### src/rtl/fa_bist_ctrl.sv
// Exhaustive built-in self-test sequencer for a single full adder.
// Walks {a,b,c} through 000..111, lets each vector settle, then checks sum/carry.
module fa_bist_ctrl #(
    parameter int unsigned SETTLE_CYC   = 2,
    parameter bit          STOP_ON_FAIL = 1'b0
) (
    input  logic       clk,
    input  logic       rst,
    input  logic       start,
    output logic       a,
    output logic       b,
    output logic       c,
    input  logic       sum,
    input  logic       carry,
    output logic       busy,
    output logic       done,
    output logic       pass,
    output logic [3:0] err_count,
    output logic [2:0] fail_vec
);

    typedef enum logic [1:0] {
        IDLE,
        SETTLE,
        CHECK,
        DONE
    } state_t;

    localparam logic [3:0] SETTLE_LAST = 4'(SETTLE_CYC - 1);

    state_t     state;
    logic [2:0] vec;
    logic [3:0] settle_cnt;
    logic       fail_seen;

    logic       sum_exp;
    logic       carry_exp;
    logic       mismatch;
    logic       stop_now;

    // vec is forced to zero outside a run, so the operands come straight off its flops.
    assign {a, b, c} = vec;

    always_comb begin
        sum_exp   = vec[2] ^ vec[1] ^ vec[0];
        carry_exp = (vec[2] & vec[1]) | (vec[2] & vec[0]) | (vec[1] & vec[0]);
        mismatch  = (sum != sum_exp) || (carry != carry_exp);
        stop_now  = (mismatch && STOP_ON_FAIL) || (vec == 3'd7);
    end

    always_ff @(posedge clk) begin
        if (rst) begin
            state      <= IDLE;
            vec        <= 3'd0;
            settle_cnt <= 4'd0;
            fail_seen  <= 1'b0;
            busy       <= 1'b0;
            done       <= 1'b0;
            pass       <= 1'b0;
            err_count  <= 4'd0;
            fail_vec   <= 3'd0;
        end else begin
            case (state)
                IDLE, DONE: begin
                    if (start) begin
                        state      <= SETTLE;
                        vec        <= 3'd0;
                        settle_cnt <= 4'd0;
                        fail_seen  <= 1'b0;
                        err_count  <= 4'd0;
                        fail_vec   <= 3'd0;
                        busy       <= 1'b1;
                        done       <= 1'b0;
                        pass       <= 1'b0;
                    end
                end

                SETTLE: begin
                    if (settle_cnt == SETTLE_LAST) begin
                        state      <= CHECK;
                        settle_cnt <= 4'd0;
                    end else begin
                        settle_cnt <= settle_cnt + 4'd1;
                    end
                end

                CHECK: begin
                    if (mismatch) begin
                        err_count <= err_count + 4'd1;
                        if (!fail_seen) begin
                            fail_vec  <= vec;
                            fail_seen <= 1'b1;
                        end
                    end
                    // pass looks at the count before this edge's increment, plus this edge's result.
                    if (stop_now) begin
                        state <= DONE;
                        vec   <= 3'd0;
                        busy  <= 1'b0;
                        done  <= 1'b1;
                        pass  <= !mismatch && (err_count == 4'd0);
                    end else begin
                        state      <= SETTLE;
                        vec        <= vec + 3'd1;
                        settle_cnt <= 4'd0;
                    end
                end

                default: begin
                    state <= IDLE;
                    vec   <= 3'd0;
                    busy  <= 1'b0;
                    done  <= 1'b0;
                    pass  <= 1'b0;
                end
            endcase
        end
    end

    busy_done_exclusive: assert property (@(posedge clk) disable iff (rst) !(busy && done));
    operands_quiet_when_idle: assert property (@(posedge clk) disable iff (rst) !busy |-> (vec == 3'd0));
    err_count_bounded: assert property (@(posedge clk) disable iff (rst) err_count <= 4'd8);

endmodule

### config.mk
export PLATFORM = sky130hd
export DESIGN_NAME = fa_bist_ctrl
export DESIGN_NICKNAME = d
export VERILOG_FILES = /design/src/rtl/fa_bist_ctrl.sv
export SDC_FILE = /design/constraint.sdc
export NUM_CORES = 1
export LEC_CHECK = 0
export ABC_AREA = 1
export BUFFER_PORTS_ARGS = -buffer_cell sky130_fd_sc_hd__buf_4
export CAP_MARGIN = 10
export CORE_MARGIN = 1.5
export CORE_UTILIZATION = 58
export CTS_CLUSTER_DIAMETER = 200
export DETAILED_ROUTE_END_ITERATION = 7
export GPL_TIMING_DRIVEN = 0
export PLACE_DENSITY = 0.82
export SLEW_MARGIN = 15
export SYNTH_ARGS = -nofsm -noshare
export SYNTH_HDL_FRONTEND = slang
export SYNTH_SLANG_ARGS = --single-unit
### constraint.sdc
create_clock -name clk -period 3.9 [get_ports clk]
set_input_delay 1.17 -clock clk [delete_from_list [all_inputs] [get_ports clk]]
set_output_delay 1.17 -clock clk [all_outputs]
set_load 0.05 [all_outputs]
==> flow_results.xml <==
<?xml version="1.0" encoding="UTF-8"?>
<metrics>
  <group name="route">
    <metric name="drt_iter0_drc" unit="">17</metric>
    <metric name="wl_per_cell" unit="um">10.5</metric>
    <metric name="ant_nets" unit="">0</metric>
    <metric name="drt-total-wl" unit="um">2040</metric>
    <metric name="drc" unit="">0</metric>
    <metric name="route.vias.total" unit="">968</metric>
    <metric name="viasPerCell" unit="">4.96</metric>
    <metric name="drt_first_pass_iters" unit="">4</metric>
  </group>
  <group name="timing">
    <metric name="max_freq" unit="MHz">460</metric>
    <metric name="post-route-min-period" unit="ns">2.17</metric>
    <metric name="worst-slew-pin-transition" unit="ns">0.463</metric>
    <metric name="worst_slack" unit="ns">1.73</metric>
    <metric name="slew_headroom" unit="%">69.2</metric>
    <metric name="totalNegativeSetupSlack" unit="ns">0</metric>
    <metric name="setup-violations-final" unit="">0</metric>
    <metric name="fin_crit_sh" unit="%">55.7</metric>
    <metric name="slew_violations" unit="">0</metric>
    <metric name="clock_skew" unit="ns">0.00376</metric>
    <metric name="rsz0062_at_grt" unit="">false</metric>
    <metric name="final_hold_viol_count" unit="">0</metric>
  </group>
  <group name="setup_path">
    <metric name="timing.critical_path.fanout_max" unit="">6</metric>
    <metric name="path_class" unit="">reg -&gt; out</metric>
    <metric name="crit_path_cell_trace" unit="">buf_4</metric>
    <metric name="worstPathBufferInverterCount" unit="">1</metric>
    <metric name="cp-end-kind" unit="">output port</metric>
    <metric name="critical-path-top-delay-family" unit="">flip-flops</metric>
    <metric name="worstPathArrival" unit="ns">1.00</metric>
    <metric name="cp.required" unit="ns">2.73</metric>
    <metric name="slowest_stage" unit="">sky130_fd_sc_hd__dfxtp_1</metric>
    <metric name="slowest_delay" unit="ns">0.46</metric>
    <metric name="worstSetupStartpointType" unit="">flip-flop</metric>
  </group>
  <group name="run">
    <metric name="cap_violations" unit="">0</metric>
  </group>
  <group name="die">
    <metric name="effective_utilization_at_floorplan" unit="%">62.8</metric>
    <metric name="floorplan.io_pins" unit="">18</metric>
    <metric name="die-height" unit="um">46.7</metric>
    <metric name="floorplan.rows" unit="">15</metric>
    <metric name="die_width" unit="um">46.7</metric>
    <metric name="coreArea" unit="sq um">1760</metric>
    <metric name="die_area" unit="sq um">2180</metric>
  </group>
  <group name="synth">
    <metric name="synth.yosys.seq_area_share" unit="%">36.2</metric>
    <metric name="post_synth_inst_count" unit="">151</metric>
    <metric name="synth_fa_ha_area_share" unit="%">12.0</metric>
    <metric name="ys.warnings.count" unit="">0</metric>
    <metric name="dominant_combinational_cell_family_by_area_after_synthesis" unit="">simple AND/OR/NAND/NOR gates</metric>
    <metric name="post_synth_mux_area_share" unit="%">0</metric>
    <metric name="post_synth_xor_area_fraction" unit="%">2.37</metric>
    <metric name="synthesized_area_fraction_occupied_by_and_or_nand_nor_cells" unit="%">27.2</metric>
    <metric name="synth.lib_cells_used.distinct" unit="">23</metric>
    <metric name="yosys_register_bits" unit="">20</metric>
    <metric name="post_synthesis_cell_area" unit="sq um">1110</metric>
    <metric name="synth.net_count" unit="">166</metric>
    <metric name="synth.avg_cell_area" unit="sq um">7.33</metric>
    <metric name="synth_compound_area_share" unit="%">13.1</metric>
  </group>
  <group name="final_layout">
    <metric name="final_net_count" unit="">187</metric>
    <metric name="finalInstanceArea" unit="sq um">1280</metric>
    <metric name="areaGrowthSynthToFinish" unit="%">15.7</metric>
    <metric name="mostFrequentLayoutCell" unit="">sky130_fd_sc_hd__nand2_1</metric>
    <metric name="most_frequent_cells_in_the_layout" unit="">38 x sky130_fd_sc_hd__nand2_1, 24 x sky130_fd_sc_hd__inv_1, 20 x sky130_fd_sc_hd__dfxtp_1</metric>
    <metric name="post_route_cells_drive_above_1_share" unit="%">17.6</metric>
    <metric name="diodes" unit="">0</metric>
    <metric name="layout.cells.non_filler" unit="">195</metric>
    <metric name="num-fill-cells" unit="">155</metric>
  </group>
  <group name="outcome">
    <metric name="outcome" unit="">finished, final reports clean</metric>
  </group>
  <group name="clocking">
    <metric name="clk-insertion-delay-late" unit="ns">0.29</metric>
    <metric name="cts.repair.resized" unit="">0</metric>
    <metric name="clk_transition_reported_paths" unit="ns">0.10</metric>
    <metric name="h-tree-depth" unit="">1</metric>
    <metric name="cts_setup_buffers" unit="">0</metric>
    <metric name="cts_buffers" unit="">3</metric>
    <metric name="cts_sinks" unit="">20</metric>
    <metric name="cts_hold_buf" unit="">0</metric>
    <metric name="cts-root-to-sink-buffers" unit="">2</metric>
    <metric name="cts_tree" unit="">built</metric>
    <metric name="cts_root_buffer" unit="">sky130_fd_sc_hd__clkbuf_4</metric>
  </group>
  <group name="worst_hold_path">
    <metric name="worst_hold_path_type" unit="">reg -&gt; reg</metric>
  </group>
  <group name="global_routing">
    <metric name="grt_antenna_before_repair" unit="">0</metric>
    <metric name="grt_overflow_total" unit="">0</metric>
    <metric name="grt_first_pass_wirelength" unit="um">3400</metric>
    <metric name="pin_count_of_the_biggest_net_entering_global_routing" unit="">11</metric>
    <metric name="first_global_vias" unit="">858</metric>
    <metric name="overall_global_routing_usage" unit="%">21.9</metric>
  </group>
  <group name="placement">
    <metric name="finalWeightedCongestion" unit="">0.774</metric>
    <metric name="dpl.hpwl" unit="um">1560</metric>
    <metric name="postPlaceCellArea" unit="sq um">1260</metric>
    <metric name="place.detailed.instances" unit="">192</metric>
    <metric name="pre_cts_slack" unit="ns">1.73</metric>
    <metric name="portBuffers" unit="">16</metric>
  </group>
  <group name="pwr">
    <metric name="power_density" unit="nW/um^2">546</metric>
    <metric name="power_leakage" unit="nW">0.632</metric>
    <metric name="design_power_total" unit="mW">0.699</metric>
    <metric name="max-vdd-ir-drop" unit="uV">328</metric>
  </group>
</metrics>
## final cells by class
class	instances	area (sq um)	share of cell area, %
well taps	25	31.3	2.44
multi-input cells	104	606	47.3
inverters	26	97.6	7.62
clock buffers	3	22.5	1.76
repair buffers	16	120	9.37
flip-flops and latches	20	400	31.2
plain buffers	1	3.75	0.293
## Yosys cell counts, drive strengths merged
cell	number	area [sq um]
clkbuf	1	3.75
nand4	1	6.26
a21oi	14	92.6
o211a	1	10.0
fa	1	20.0
ha	9	113
xor2	3	26.3
nor2	19	81.3
dfxtp	20	400
o211ai	1	7.51
nand2	40	155
o21ai	7	35.0
or2	1	6.26
nand3	7	52.6
inv	26	97.6
## registers in the layout (all words and copies together) (netlist names)
| signal | flops |
|---|---|
| vec | 3 |
| settle_cnt | 4 |
| fail_vec | 3 |
| busy | 1 |
| err_count | 4 |
| fail_seen | 1 |
| done | 1 |
| state | 2 |
| pass | 1 |
## routing by layer
metal  vias to the layer above  routed length (um)  track usage [%]  share of wire, %
li1                        510                   -                -                 -
met4                         0                  26             7.22               1.3
met3                         5                  63             3.53               3.1
met5                         -                   0                0                 0
met1                       437                 917             27.4                45
met2                        16                1030             38.1                51
## cell families after synthesis
family / after synthesis
XOR/XNOR: 3
adder cells (fa/ha/maj): 10
AO/OA/AOI/OAI: 23
AND/OR/NAND/NOR: 68
flip-flops: 20
buffers and inverters: 27
## power breakdown
group	internal [mW]	switching, mW
combinational	0.106	0.230
clock	0.0360	0.0597
sequential	0.239	0.0288
## stage by stage
stage | hold WS [ns] | util [%]
6_report | 0.469 | 72.6
2_1_floorplan | 0.440 | -
3_3_place_gp | 0.452 | 71.3
3_5_place_dp | 0.456 | 71.3
5_1_grt | 0.483 | 72.6
4_1_cts | 0.474 | 72.6
## worst paths after layout
check | startpoint | end | slack, ns | depth (start not counted)
worst min register to register | fail_seen | fail_seen | 0.47 | 2
worst max-delay path | vec[0] | c | 1.73 | 1
worst max register to register | vec[2] | fail_vec[1] | 2.22 | 8
worst min-delay path | fail_seen | fail_seen | 0.47 | 2
(Power assumes the default switching activity.)
